===== src/rtl/mips_pkg.sv =====
// Shared types and constants for the MIPS core pipeline.
package mips_pkg;

    localparam int unsigned WORD_W = 32;
    localparam int unsigned REG_AW = 5;
    localparam int unsigned BE_W   = 4;

    typedef enum logic [2:0] {
        LD_NONE = 3'd0,
        LD_LB   = 3'd1,
        LD_LBU  = 3'd2,
        LD_LH   = 3'd3,
        LD_LHU  = 3'd4,
        LD_LW   = 3'd5,
        LD_LWL  = 3'd6,
        LD_LWR  = 3'd7
    } ld_op_t;

    localparam logic [BE_W-1:0] BE_ALL = 4'b1111;

endpackage


===== src/rtl/mips_load_align.sv =====
// Load data alignment/extension, byte-lane mask and misalignment detect.
module mips_load_align
    import mips_pkg::*;
#(
    parameter bit BIG_ENDIAN = 1'b1
) (
    input  ld_op_t              m_ldop,
    input  logic [1:0]          off,
    input  logic [WORD_W-1:0]   m_rdata,
    input  logic [WORD_W-1:0]   m_alu,
    output logic [WORD_W-1:0]   data_c,
    output logic [BE_W-1:0]     mask_c,
    output logic                misaligned_c
);

    logic [1:0]  lane;
    logic [7:0]  byte_v;
    logic        hsel;
    logic [15:0] half_v;
    logic [1:0]  sh_l;
    logic [1:0]  sh_r;

    // Memory offset to physical lane; LWL/LWR shift amounts swap with endianness.
    always_comb begin
        lane   = BIG_ENDIAN ? 2'(2'd3 - off) : off;
        byte_v = m_rdata[8*lane +: 8];
        hsel   = BIG_ENDIAN ? ~off[1] : off[1];
        half_v = hsel ? m_rdata[31:16] : m_rdata[15:0];
        sh_l   = BIG_ENDIAN ? off : 2'(2'd3 - off);
        sh_r   = BIG_ENDIAN ? 2'(2'd3 - off) : off;
    end

    always_comb begin
        data_c       = m_alu;
        mask_c       = BE_ALL;
        misaligned_c = 1'b0;
        case (m_ldop)
            LD_LB:   data_c = {{24{byte_v[7]}}, byte_v};
            LD_LBU:  data_c = {24'd0, byte_v};
            LD_LH: begin
                data_c       = {{16{half_v[15]}}, half_v};
                misaligned_c = off[0];
            end
            LD_LHU: begin
                data_c       = {16'd0, half_v};
                misaligned_c = off[0];
            end
            LD_LW: begin
                data_c       = m_rdata;
                misaligned_c = (off != 2'd0);
            end
            LD_LWL: begin
                data_c = m_rdata << {sh_l, 3'b000};
                mask_c = BE_ALL << sh_l;
            end
            LD_LWR: begin
                data_c = m_rdata >> {sh_r, 3'b000};
                mask_c = BE_ALL >> sh_r;
            end
            default: begin
                data_c       = m_alu;
                mask_c       = BE_ALL;
                misaligned_c = 1'b0;
            end
        endcase
    end

endmodule


===== src/rtl/mips_memwb_stage.sv =====
// MEM/WB pipeline register: register file write port, misaligned-load flag
// and retired-instruction counter.
module mips_memwb_stage
    import mips_pkg::*;
#(
    parameter bit          BIG_ENDIAN = 1'b1,
    parameter int unsigned CNT_W      = 32
) (
    input  logic                clk,
    input  logic                rst_n,
    input  logic                m_valid,
    input  logic                m_regwrite,
    input  logic [REG_AW-1:0]   m_rd,
    input  logic [2:0]          m_ldop,
    input  logic [WORD_W-1:0]   m_alu,
    input  logic [WORD_W-1:0]   m_rdata,
    input  logic                stall,
    input  logic                flush,
    output logic [REG_AW-1:0]   dadd,
    output logic [WORD_W-1:0]   data,
    output logic                wen,
    output logic                wen_4,
    output logic                wen_3,
    output logic                wen_2,
    output logic                wen_1,
    output logic                adel,
    output logic [CNT_W-1:0]    retire_cnt
);

    logic [WORD_W-1:0] al_data_c;
    logic [BE_W-1:0]   al_mask_c;
    logic              al_mis_c;
    logic              adv_c;
    logic              wen_nxt_c;

    mips_load_align #(
        .BIG_ENDIAN(BIG_ENDIAN)
    ) u_align (
        .m_ldop       (ld_op_t'(m_ldop)),
        .off          (m_alu[1:0]),
        .m_rdata      (m_rdata),
        .m_alu        (m_alu),
        .data_c       (al_data_c),
        .mask_c       (al_mask_c),
        .misaligned_c (al_mis_c)
    );

    assign adv_c     = m_valid & ~stall & ~flush;
    assign wen_nxt_c = adv_c & m_regwrite & (m_rd != '0) & ~al_mis_c;

    // Enables are rebuilt every cycle so a stalled instruction never writes twice.
    always_ff @(posedge clk or negedge rst_n) begin
        if (!rst_n) begin
            dadd       <= '0;
            data       <= '0;
            wen        <= 1'b0;
            wen_4      <= 1'b0;
            wen_3      <= 1'b0;
            wen_2      <= 1'b0;
            wen_1      <= 1'b0;
            adel       <= 1'b0;
            retire_cnt <= '0;
        end else begin
            wen                          <= wen_nxt_c;
            {wen_4, wen_3, wen_2, wen_1} <= wen_nxt_c ? al_mask_c : 4'b0000;
            adel                         <= adv_c & al_mis_c;
            if (adv_c) begin
                dadd       <= m_rd;
                data       <= al_data_c;
                retire_cnt <= retire_cnt + CNT_W'(1);
            end
        end
    end

endmodule


===== config.mk =====
export PLATFORM = sky130hd
export DESIGN_NAME = mips_memwb_stage
export DESIGN_NICKNAME = d
export VERILOG_FILES = /design/src/rtl/mips_pkg.sv /design/src/rtl/mips_load_align.sv /design/src/rtl/mips_memwb_stage.sv
export SDC_FILE = /design/constraint.sdc
export NUM_CORES = 1
export LEC_CHECK = 0
export ABC_AREA = 1
export BUFFER_PORTS_ARGS = -buffer_cell sky130_fd_sc_hd__buf_4
export CORE_MARGIN = 2
export CORE_UTILIZATION = 40
export CTS_CLUSTER_SIZE = 20
export DETAILED_ROUTE_END_ITERATION = 16
export GPL_TIMING_DRIVEN = 0
export PLACE_DENSITY = 0.64
export SYNTH_ARGS = -nofsm -noshare
export SYNTH_HDL_FRONTEND = slang
export SYNTH_SLANG_ARGS = --single-unit

===== constraint.sdc =====
create_clock -name clk -period 3.75 [get_ports clk]
set_clock_uncertainty 0.1 [all_clocks]
set_input_delay 0.375 -clock clk [delete_from_list [all_inputs] [get_ports clk]]
set_output_delay 0.375 -clock clk [all_outputs]
set_load 0.01 [all_outputs]

-- Yosys cells after proc, flatten, opt, wreduce, memory -nomap -nowiden
Cells that the tools add are included.
- $add $sub $neg: 2
- equal/unequal tests: 7
- shift-type cells: 5
- muxes and demuxes: 5
- bitwise operators: 9
- reduce and logical (&&, ||, !) cells: 3
- operators with widths (kind ; count):
    one-hot mux 32 bit (7 select lines) ; 1
    adder 32 x 1 -> 32 bit (second input constant) ; 1
    indexed part select 32 x 6 -> 8 bit ; 1
    left shift 32 x 5 -> 32 bit ; 1
    right shift 32 x 5 -> 32 bit ; 1
    2-to-1 mux 16 bit ; 1
    equality test 3 bit (second input constant) ; 4
    one-hot mux 4 bit (2 select lines) ; 1
    bitwise AND 1 bit ; 6
    equality test 3 x 2 -> 1 bit (second input constant) ; 2
    nonzero test 5 bit ; 1
    2-to-1 mux 4 bit ; 1
    left shift 4 x 2 -> 4 bit (first input constant) ; 1
    right shift 4 x 2 -> 4 bit (first input constant) ; 1
    equality test 3 x 1 -> 1 bit (second input constant) ; 1
    inverter 1 bit ; 3
    one-hot mux 1 bit (2 select lines) ; 1
    nonzero test 2 bit ; 1
    OR reduction 2 bit ; 1
    subtractor 2 bit (first input constant) ; 1
- flip-flop bits (word level): 75
- input port bits: 78
- output and inout bits: 75
- word-level logic and storage cells: 40

-- Depth between registers and ports, before layout
- word-level depth: 7
- mapped depth: 11
- mapped depth without buffers: 10

-- Hierarchy
A second synthesis with hierarchy kept.
- cell total of the unflattened synthesis: 971
- area, all modules: 5905.7 µm²
- modules (own cells, without submodules) (module ; times used ; cells an instance ; area each (µm²) ; seq. area each (µm²)):
    mips_memwb_stage ; 1 ; 410 ; 3450.8 ; 1876.8
    mips_load_align ; 1 ; 561 ; 2454.9 ; 0.0

-- Worst setup path before layout
No wires, ideal clock.
- path kind: flip-flop to flip-flop
- from: register retire_cnt[0]
- to: register retire_cnt[14]
- setup time: 0.123 ns
- arrival: 1.365 ns
- path slack: 2.162 ns
- cell stages (with the launch flop): 7
- cells stage by stage: dfrtp_1 -> ha_1 -> inv_1 -> nor3_2 -> nand3_1 -> o21ai_0 -> nand2_1
- cells in the longest elaborated chain, start to end: 1
- ends and longest elaborated chain (element ; line ; text):
    start, declared ; mips_memwb_stage.sv:27 ; output logic [CNT_W-1:0] retire_cnt
    start signal, assigned ; mips_memwb_stage.sv:70 ; retire_cnt <= retire_cnt + CNT_W'(1);
    adder 32 x 1 -> 32 bit ; mips_memwb_stage.sv:70 ;
Every way passes these cells.
A chain may end at the register's enable or synchronous reset.

-- Worst setup path after layout
- from: register retire_cnt[0]
- to: register retire_cnt[16]
Same word-level chain as after synthesis.

==> results.ini <==
[status]
status = finished, final reports clean

[global_route]
grt_max_degree = 76
grt_pass1_wl_um = 33700
grt_usage_pct = 29.7
grt_pass1_vias = 6019
gr-total-overflow = 0
grt_antenna_before_repair = 0

[clocking]
cts_hold_buf = 0
clk_pin_slew_ns = 0.08
h-tree-depth = 3
clock_sinks = 75
post_cts_buffers = 0
cts_tree = done
clockRootBuffer = clkbuf_16
tritoncts.num_buffers = 9
cts.path.max_buffers = 2
cts_resized = 0
insertion_delay_ns = 0.35

[floorplan]
die_h_um = 124
ios = 153
rows = 43
die_x_um = 124
core_area_sq_mm = 0.0139
fp.dieArea_sq_mm = 0.0153
start_util_pct = 41.2

[timing]
rsz0062_at_grt = no
maxSlewHeadroom_pct = 36.5
report.final.slew_viol_count = 0
fmax_ghz = 0.545
hold_viol_final = 0
finalSetupViolations = 0
setup_tns_ns = 0
period_share_pct = 48.9
worstMarginPinSlew_ns = 0.952
min_period_ns = 1.83

[pwr]
ir_drop_mv = 0.204
power.density_mw_per_mm2 = 356
leakagePower_nw = 4.02
finalPower_w = 0.00264

[setup_path]
crit_arrival_ns = 1.94
critPathSlowestCell = dfrtp_1
critical_path.cell_chain = ha_1, inv_1, nor2_1, nand2_1, nor2_1, xnor2_1, o21ai_0
critPathMostFrequentCell = nor2_1
cp-start-kind = register
slowest_delay_ns = 0.44
cp-end-kind = register
path_max_fanout = 5
cp.required_ns = 3.85
crit_type = register to register

[flow_run]
drv_cap = 0

[hold_path]
hold_class = input pin to async pin

[drt]
viasPerCell = 5.20
wl_per_cell_um = 17.1
dr.pass1.iters = 5
drc_errors = 0
routed_wl_um = 22200
vias = 6753
dr.first_iter.drc_count = 646
ant_nets = 0

[finish]
fin_nets = 1193
stdcell_count = 1299
nFillCells = 1464
areaGrowthSynthToFinish_pct = 28.8
drive_above_1_share_pct = 18.9
insertedDiodeCount = 0

[logic_synthesis]
ys_warn_count = 0
syn_nets = 1031
netlist_area_sq_mm = 0.00575
ys_seq_elements = 75
netlist_instances = 952
yosysUniqueCellTypes = 36
avgSynthCellArea_sq_um = 6.04
ys_seq_area_share_pct = 32.7

[placement]
hpwlAfterDp_um = 16900
dp.cells = 1283
port-buffer-count = 151
place.gp.congestion = 0.990

## registers in the layout, summed over array words and instances, names as in the netlist
name and cells:
data 32, retire_cnt 32, dadd 5, adel 1, wen 1, wen_1 1
wen_2 1, wen_3 1, wen_4 1
## layout by cell type, fill, tap and decap left out, types with 2 or more instances in the layout
cell	count
xnor2_1	6
inv_1	63
buf_2	20
nand3b_1	17
nor3_2	3
a21oi_1	7
buf_4	155
nand3_1	97
o21ai_0	62
xor2_1	9
or2_1	4
buf_1	3
clkbuf_16	9
clkbuf_1	12
nand2_1	408
inv_2	3
dfrtp_1	75
a21oi_2	2
nand4_1	3
o21ai_1	8
nor2_2	2
o21bai_1	12
nand3_2	3
nor2_1	115
nor3_1	2
inv_6	3
## worst paths after layout
path,startpoint,end,slack [ns],cells past startpoint
min reg2reg,data[20],data[20],0.39,2
max,retire_cnt[0],retire_cnt[16],1.92,7
max reg2reg,retire_cnt[0],retire_cnt[16],1.92,7
min,rst_n,data[21],0.08,1
max in group asynchronous,rst_n,data[5],2.86,1
min in group clk,m_rd[1],dadd[1],0.14,3
## stage by stage
step	hold slack (ns)	util, %	worst slack [ns]	instance area [sq um]
after global routing	0.145	53.1	1.75	7400
after detailed placement	0.366	51.0	1.58	7110
after CTS	0.116	53.1	1.93	7400
after floorplan	-0.0206	-	2.16	5750
final	0.0753	53.1	1.92	7400
after global placement	0.367	51.0	1.58	7110
## metal layers
| metal | share of wire [%] | vias up | track usage, % |
|---|---|---|---|
| li1 | - | 3334 | - |
| met1 | 44 | 3012 | 41.6 |
| met2 | 42 | 356 | 43.6 |
| met3 | 11 | 51 | 6.96 |
| met4 | 3.5 | 0 | 12.4 |
| met5 | 0 | - | 0 |
## power by group
group	switching [W]	internal, W
Clock	0.000414	0.000467
Sequential	0.0000950	0.000915
Combinational	0.000429	0.000317
Total	0.000939	0.00170
## final cells by class
cell class,instances,area (sq um),share of cell area [%]
Multi-Input combinational cell,769,3420,46.2
Sequential cell,75,1880,25.4
Timing Repair Buffer,151,1130,15.3
Inverter,67,251,3.40
Clock buffer,9,225,3.04
Tap cell,180,225,3.04
Buffer,41,203,2.74
Clock inverter,7,70.1,0.947
## logic make-up (layout without fill, tap and decap cells)
| logic type | Yosys count | count (layout) | share of synthesized area, % |
|---|---|---|---|
| AND/OR/NAND/NOR | 660 | 660 | 48.1 |
| buffers and inverters | 108 | 275 | 7.90 |
| AO/OA/AOI/OAI | 93 | 93 | 8.84 |
| flip-flops | 75 | 75 | 32.7 |
| XOR/XNOR | 15 | 15 | 2.29 |
| adder cells (fa/ha/maj) | 1 | 1 | 0.218 |
## critical path, delay by kind of cell (launching register included)
kind | cells | cell delay (ns)
xor+xnor | 1 | 0.13
flops | 1 | 0.44
compound gates | 1 | 0.08
buf+inv | 1 | 0.11
simple gates | 3 | 0.58
fa+ha+maj | 1 | 0.25
## cell usage after synthesis
cell	n	share of area [%]
a211oi_1	1	0.13
clkbuf_1	12	0.78
buf_4	4	0.52
and2_1	1	0.11
buf_1	3	0.20
buf_2	20	1.7
a21oi_2	2	0.30
or2_2	1	0.11
nor3_2	3	0.52
nor2_4	1	0.20
clkinv_1	1	0.065
inv_2	3	0.20
nand2_4	1	0.20
ha_1	1	0.22
o21bai_1	12	1.6
nand2_1	408	27
nand3b_4	1	0.35
xnor2_1	6	0.91
o21ai_1	8	0.70
a21oi_1	7	0.61
o21ai_0	62	5.4
dfrtp_1	75	33
nor3_1	2	0.17
nor2_1	115	7.5
nand3b_1	17	2.2
nand2_2	1	0.11
xor2_1	9	1.4
nand3_1	97	8.4
inv_1	63	4.1
o211ai_1	1	0.13
buf_6	1	0.20
nand4_1	3	0.33
clkbuf_2	1	0.087
nor2_2	2	0.22
nand3_2	3	0.52
or2_1	4	0.44
Power figures use the tool's default switching activity.
